**config.mk**
```make
export PLATFORM = sky130hd
export DESIGN_NAME = mul8_rr_sched
export DESIGN_NICKNAME = d
export VERILOG_FILES = /design/src/rtl/mul8_rr_sched_pkg.sv /design/src/rtl/mul4x4_core.sv /design/src/rtl/rr_arb2.sv /design/src/rtl/mul8_rr_sched.sv
export SDC_FILE = /design/constraint.sdc
export NUM_CORES = 1
export LEC_CHECK = 0
export BUFFER_PORTS_ARGS = -buffer_cell sky130_fd_sc_hd__buf_2
export CAP_MARGIN = 30
export CORE_MARGIN = 10
export CORE_UTILIZATION = 44
export DETAILED_ROUTE_END_ITERATION = 6
export PLACE_DENSITY = 0.68
export SYNTH_ARGS = -nofsm -noshare
export SYNTH_HDL_FRONTEND = slang
export SYNTH_SLANG_ARGS = --single-unit
```
**constraint.sdc**
```tcl
create_clock -name clk -period 7.69 [get_ports clk]
set_input_delay 1.538 -clock clk [delete_from_list [all_inputs] [get_ports clk]]
set_output_delay 1.538 -clock clk [all_outputs]
set_load 0.03 [all_outputs]
```
**src/rtl/mul8_rr_sched_pkg.sv**
```systemverilog
// Shared types for mul8_rr_sched: FSM encoding and the per-step nibble/shift schedule.
// The step table maps each Pn state onto the 4x4 core operands and the weight of its product.
package mul8_rr_sched_pkg;

  typedef enum logic [2:0] {
    ST_IDLE = 3'd0,
    ST_P0   = 3'd1,
    ST_P1   = 3'd2,
    ST_P2   = 3'd3,
    ST_P3   = 3'd4,
    ST_DONE = 3'd5
  } state_t;

  // Nibble selects: 1 picks [7:4], 0 picks [3:0]
  localparam logic SEL_A_P0 = 1'b0;
  localparam logic SEL_A_P1 = 1'b1;
  localparam logic SEL_A_P2 = 1'b0;
  localparam logic SEL_A_P3 = 1'b1;
  localparam logic SEL_B_P0 = 1'b0;
  localparam logic SEL_B_P1 = 1'b0;
  localparam logic SEL_B_P2 = 1'b1;
  localparam logic SEL_B_P3 = 1'b1;

  localparam logic [3:0] SHIFT_P0 = 4'd0;
  localparam logic [3:0] SHIFT_P1 = 4'd4;
  localparam logic [3:0] SHIFT_P2 = 4'd4;
  localparam logic [3:0] SHIFT_P3 = 4'd8;

  typedef struct packed {
    logic       a_hi;
    logic       b_hi;
    logic [3:0] shift;
  } step_t;

  function automatic step_t step_of(state_t s);
    step_t st;
    st = '{a_hi: SEL_A_P0, b_hi: SEL_B_P0, shift: SHIFT_P0};
    case (s)
      ST_P1:   st = '{a_hi: SEL_A_P1, b_hi: SEL_B_P1, shift: SHIFT_P1};
      ST_P2:   st = '{a_hi: SEL_A_P2, b_hi: SEL_B_P2, shift: SHIFT_P2};
      ST_P3:   st = '{a_hi: SEL_A_P3, b_hi: SEL_B_P3, shift: SHIFT_P3};
      default: st = '{a_hi: SEL_A_P0, b_hi: SEL_B_P0, shift: SHIFT_P0};
    endcase
    return st;
  endfunction

endpackage

```
**src/rtl/mul4x4_core.sv**
```systemverilog
// 4x4 unsigned combinational multiplier core; zero latency.
// No flow control: purely combinational, product split as {carry, 7-bit sum}.
module mul4x4_core (
  input  logic [3:0] a,
  input  logic [3:0] b,
  output logic       carry,
  output logic [6:0] sum
);

  logic [7:0] prod;

  assign prod         = {4'b0000, a} * {4'b0000, b};
  assign {carry, sum} = prod;

endmodule

```
**src/rtl/rr_arb2.sv**
```systemverilog
// 2-way round-robin arbiter; grant is combinational from requests, last_grant updates on a grant.
// No backpressure of its own: the caller gates requests so a grant always means acceptance.
module rr_arb2 #(
  parameter bit RR_INIT = 1'b0
) (
  input  logic clk,
  input  logic rst_n,
  input  logic req0,
  input  logic req1,
  output logic gnt0,
  output logic gnt1
);

  logic last_grant;

  // On contention the requester that did not win last time goes first
  always_comb begin
    gnt0 = 1'b0;
    gnt1 = 1'b0;
    if (req0 && req1) begin
      gnt0 = last_grant;
      gnt1 = ~last_grant;
    end else begin
      gnt0 = req0;
      gnt1 = req1;
    end
  end

  always_ff @(posedge clk or negedge rst_n) begin
    if (!rst_n) begin
      last_grant <= ~RR_INIT;
    end else if (gnt0 || gnt1) begin
      last_grant <= gnt1;
    end
  end

endmodule

```
**src/rtl/mul8_rr_sched.sv**
```systemverilog
// Two-requester 8x8 multiply scheduler over one shared 4x4 core; result after 4 edges from accept.
// Requests are readied only in IDLE; res_ready low parks the FSM in DONE with the result held.
module mul8_rr_sched
  import mul8_rr_sched_pkg::*;
#(
  parameter bit RR_INIT = 1'b0
) (
  input  logic        clk,
  input  logic        rst_n,
  input  logic        in0_valid,
  input  logic [7:0]  in0_a,
  input  logic [7:0]  in0_b,
  output logic        in0_ready,
  input  logic        in1_valid,
  input  logic [7:0]  in1_a,
  input  logic [7:0]  in1_b,
  output logic        in1_ready,
  output logic        res_valid,
  input  logic        res_ready,
  output logic [15:0] res_p,
  output logic        res_id,
  output logic        busy
);

  state_t      state;
  logic [7:0]  op_a;
  logic [7:0]  op_b;
  logic [15:0] acc;
  logic        id_q;

  logic        idle;
  logic        gnt0;
  logic        gnt1;
  logic        accept;

  step_t       step;
  logic [3:0]  core_a;
  logic [3:0]  core_b;
  logic        core_carry;
  logic [6:0]  core_sum;
  logic [15:0] pp_ext;
  logic [15:0] acc_sum;

  assign idle = (state == ST_IDLE);

  rr_arb2 #(
    .RR_INIT (RR_INIT)
  ) u_arb (
    .clk   (clk),
    .rst_n (rst_n),
    .req0  (in0_valid && idle),
    .req1  (in1_valid && idle),
    .gnt0  (gnt0),
    .gnt1  (gnt1)
  );

  assign in0_ready = gnt0;
  assign in1_ready = gnt1;
  assign accept    = gnt0 || gnt1;

  assign step   = step_of(state);
  assign core_a = step.a_hi ? op_a[7:4] : op_a[3:0];
  assign core_b = step.b_hi ? op_b[7:4] : op_b[3:0];

  mul4x4_core u_core (
    .a     (core_a),
    .b     (core_b),
    .carry (core_carry),
    .sum   (core_sum)
  );

  // Largest partial sum is 0xFE01, so the 16-bit accumulator never wraps
  assign pp_ext  = {8'h00, core_carry, core_sum};
  assign acc_sum = acc + (pp_ext << step.shift);

  always_ff @(posedge clk or negedge rst_n) begin
    if (!rst_n) begin
      state     <= ST_IDLE;
      op_a      <= 8'h00;
      op_b      <= 8'h00;
      acc       <= 16'h0000;
      id_q      <= 1'b0;
      res_valid <= 1'b0;
      res_p     <= 16'h0000;
      res_id    <= 1'b0;
      busy      <= 1'b0;
    end else begin
      case (state)
        ST_IDLE: begin
          if (accept) begin
            op_a  <= gnt1 ? in1_a : in0_a;
            op_b  <= gnt1 ? in1_b : in0_b;
            id_q  <= gnt1;
            acc   <= 16'h0000;
            busy  <= 1'b1;
            state <= ST_P0;
          end
        end
        ST_P0: begin
          acc   <= acc_sum;
          state <= ST_P1;
        end
        ST_P1: begin
          acc   <= acc_sum;
          state <= ST_P2;
        end
        ST_P2: begin
          acc   <= acc_sum;
          state <= ST_P3;
        end
        ST_P3: begin
          acc       <= acc_sum;
          res_p     <= acc_sum;
          res_id    <= id_q;
          res_valid <= 1'b1;
          state     <= ST_DONE;
        end
        ST_DONE: begin
          if (res_ready) begin
            res_valid <= 1'b0;
            busy      <= 1'b0;
            state     <= ST_IDLE;
          end
        end
        default: begin
          res_valid <= 1'b0;
          busy      <= 1'b0;
          state     <= ST_IDLE;
        end
      endcase
    end
  end

endmodule

```
==> results.py <==
metrics = {
    "outcome": {
        "status": "finished clean",
    },
    "placed_design": {
        "placed_cells": 594,
        "gp_congestion": 0.943,
        "post_dp_cell_area_um2": 4300,
        "port_buffers": 57,
        "dp.final_hpwl_um": 7540,
    },
    "clocking": {
        "htreeDepth": 2,
        "numCtsBuffers": 5,
        "cts_max_path_buffers": 2,
        "clk_pin_slew_ns": 0.11,
        "clk_latency_ns": 0.32,
        "cts_post_setup_buffers_inserted": 0,
        "cts_resized": 0,
        "cts_tree": "yes",
        "hold_buffers": 0,
        "cts_sinks": 56,
        "root_buffer": "clkbuf_8",
    },
    "logic_synthesis": {
        "synth_top_family_by_area": "simple AND/OR/NAND/NOR gates",
        "synth_area_um2": 3940,
        "synth_top_cell_area_share": 0.349,
        "synth.area.mux_share": 0.0940,
        "synth-edff-count": 0,
        "yosys.area_share.simple": 0.183,
        "yosys.area.top_type": "dfrtp_1",
        "synth_area_per_cell_um2": 8.81,
        "synth_compound_area_frac": 0.172,
        "ys_seq_area_frac": 0.356,
        "synthCells": 447,
        "syn_nets": 516,
        "synth_cell_type_count": 56,
        "yosysWarnings": 0,
        "synthArstFlopShare": 1.00,
        "ys.flop_type": "dfrtp_1",
        "synth.top_cells.by_area": "dfrtp_1, ha_1, mux2i_1",
        "synth_fa_ha_area_frac": 0.111,
        "synth-xor-area-share": 0.0356,
        "synth-seq-cells": 56,
    },
    "routing": {
        "routedWlPerCell_um": 16.0,
        "wl_um": 9640,
        "vias_per_cell": 5.51,
        "num_vias": 3325,
        "drc": 0,
        "dr.pass1.iters": 5,
        "drt_iter0_drc": 179,
        "antenna_left": 0,
    },
    "sta": {
        "hold_slack_ns": 0.472,
        "tns_ns": 0,
        "setup_viol": 0,
        "fin_crit_ns": 6.21,
        "tightest_slew_ns": 0.961,
        "hold_viol_final": 0,
        "fin_crit_sh": 0.808,
        "slew_viol_final": 0,
        "rsz0062_at_grt": "no",
        "finalClockSkew_ns": 0.0124,
        "fmax_mhz": 161,
        "slew_headroom": 0.359,
    },
    "finish": {
        "nNetsFinal": 563,
        "area_delta_synth_final_pct": 12.3,
        "design_area_um2": 4420,
        "nFillCells": 816,
        "drive_gt1_frac": 0.186,
        "antennaDiodeCount": 0,
        "final-instance-count-excl-fill": 603,
    },
    "setup_path": {
        "arrival_ns": 6.43,
        "regToRegStartpoint": "state[2]$_DFFE_PN0P_",
        "crit_required_ns": 7.91,
        "critPathLaunchType": "flop",
        "crit_slowest_cell": "dfrtp_1",
        "critPathKind": "flop to flop",
        "worst-path-buf-inv": 2,
        "cpLargestDelayFamily": "adder cells",
        "crit_fanout": 23,
        "critPathCaptureType": "flop",
        "cpPeakStageDelay_ns": 0.80,
        "timing.critical_path.cells": "inv_2, nand2_2, a21oi_4, mux2i_1, or2_2, fa_1, inv_1, fa_1, ha_1, a211oi_1, o21bai_1, mux2i_1, nor2_1, o22ai_1, ha_1, a21o_1, a31oi_1, o21ai_0, a21o_1, or2_0, xnor2_1, mux2_2",
        "startpoint": "state[2]$_DFFE_PN0P_",
    },
    "global_route": {
        "use_met2": 0.257,
        "grt_pass1_wl_um": 16200,
        "gr-usage-met1": 0.176,
        "use_met3": 0.0252,
        "grt_max_degree": 57,
        "grt_pass1_vias": 3473,
        "antenna_found_initial": 0,
        "busiest_layer": "met2",
        "track_usage": 0.149,
        "overflow": 0,
    },
    "die": {
        "initial_core_util": 0.452,
        "die_h_um": 115,
        "chipWidth_um": 115,
        "die_area_um2": 13100,
        "core_um2": 8720,
        "rows": 34,
        "io-pin-count": 58,
    },
    "flow_run": {
        "cap_violations": 0,
    },
    "worst_hold_path": {
        "hp-start": "u_arb.last_grant$_DFFE_PN1P_",
        "hold_path.class": "flop to flop",
    },
}
[metal layers]
layer	wire, um	up-vias
li1	-	1661
met1	4130	1549
met2	4840	92
met3	392	23
met4	274	0
met5	0	-
[Yosys cell counts (2+ instances only)]
cell type / instances
o21ai_1: 2
nor3b_1: 2
a21o_1: 6
a21oi_1: 18
fa_1: 5
nand2_2: 2
xnor2_1: 10
buf_4: 3
nor2_2: 2
mux2_2: 8
o31ai_1: 6
or2_1: 2
dfrtp_1: 55
nand3_1: 13
and3_1: 4
a31oi_1: 3
clkbuf_1: 7
o311ai_0: 2
ha_1: 27
nor3_1: 6
nor2_1: 43
inv_1: 20
or2_2: 3
a22o_1: 8
o21a_1: 2
or3_1: 4
o21ai_0: 40
nand2b_1: 5
or4_1: 2
o22ai_1: 6
nand2_1: 64
mux2i_1: 28
xor2_1: 6
buf_2: 9
nor2b_1: 3
[registers in the layout, summed over array words and instances (netlist names)]
signal and flops:
acc 16, busy 1, id_q 1, op_a 8, op_b 8, res_id 1, res_p 16, res_valid 1
state 3, u_arb.last_grant 1
[through the flow]
step | setup WS [ns] | utilization
floorplan | 2.29 | -
global placement | 1.70 | 0.491
detailed placement | 1.50 | 0.493
CTS | 1.47 | 0.505
global route | 1.00 | 0.507
finish | 1.48 | 0.507
[kinds of logic after synthesis]
kind of cell | count (synthesis)
DFF | 56
adders and majority gates | 32
and+or+nand+nor | 160
xor gates and xnor gates | 16
AOI/OAI and AO/OA | 105
buffers and inverters | 42
muxes | 36
[worst register-to-register path: stages, from the launching register on]
cell      delay, ns
dfrtp_1        0.80
inv_2          0.25
nand2_2        0.26
a21oi_4        0.12
mux2i_1        0.18
or2_2          0.31
fa_1           0.53
inv_1          0.05
fa_1           0.49
ha_1           0.33
a211oi_1       0.28
o21bai_1       0.13
mux2i_1        0.16
nor2_1         0.23
o22ai_1        0.15
ha_1           0.40
a21o_1         0.23
a31oi_1        0.13
o21ai_0        0.13
a21o_1         0.22
or2_0          0.32
xnor2_1        0.17
mux2_2         0.27
[layout make-up]
| class | count | area (um^2) | area share |
|---|---|---|---|
| multi-input cells | 349 | 2360 | 0.535 |
| flip-flops and latches | 56 | 1400 | 0.317 |
| repair buffers | 61 | 330 | 0.0747 |
| well taps | 108 | 135 | 0.0306 |
| inverters | 21 | 78.8 | 0.0178 |
| clock buffers | 6 | 72.6 | 0.0164 |
| clock inverters | 2 | 38.8 | 0.00877 |
[path summary, 6_finish.rpt]
path / slack [ns] / endpoint / depth (start not counted)
max: 1.48 / res_p[15]$_DFFE_PN0N_ / 22
min: 0.47 / u_arb.last_grant$_DFFE_PN1P_ / 2
max reg2reg: 1.48 / res_p[15]$_DFFE_PN0N_ / 22
min reg2reg: 0.47 / u_arb.last_grant$_DFFE_PN1P_ / 2
max in group asynchronous: 5.87 / acc[15]$_DFFE_PN0P_ / 2
min in group asynchronous: 1.34 / res_p[11]$_DFFE_PN0N_ / 2
[placed cells by master, fill, tap and decap left out, types with 4 or more instances in the layout]
| cell type | Yosys | final |
|---|---|---|
| clkbuf_8 | 0 | 5 |
| a22o_1 | 8 | 8 |
| dfrtp_1 | 55 | 55 |
| mux2_2 | 8 | 8 |
| nor2_1 | 43 | 43 |
| fa_1 | 5 | 5 |
| a21oi_1 | 18 | 18 |
| and3_1 | 4 | 4 |
| nand3_1 | 13 | 13 |
| inv_1 | 20 | 20 |
| nand2b_1 | 5 | 5 |
| o22ai_1 | 6 | 6 |
| mux2i_1 | 28 | 28 |
| a21o_1 | 6 | 6 |
| nor3_1 | 6 | 6 |
| o31ai_1 | 6 | 5 |
| buf_2 | 9 | 57 |
| or3_1 | 4 | 4 |
| nand2_1 | 64 | 64 |
| o21ai_0 | 40 | 40 |
| xnor2_1 | 10 | 10 |
| ha_1 | 27 | 27 |
| xor2_1 | 6 | 6 |
Power is not shown: default switching activity piles up to over one toggle a cycle in this logic, so the estimate is an artifact.
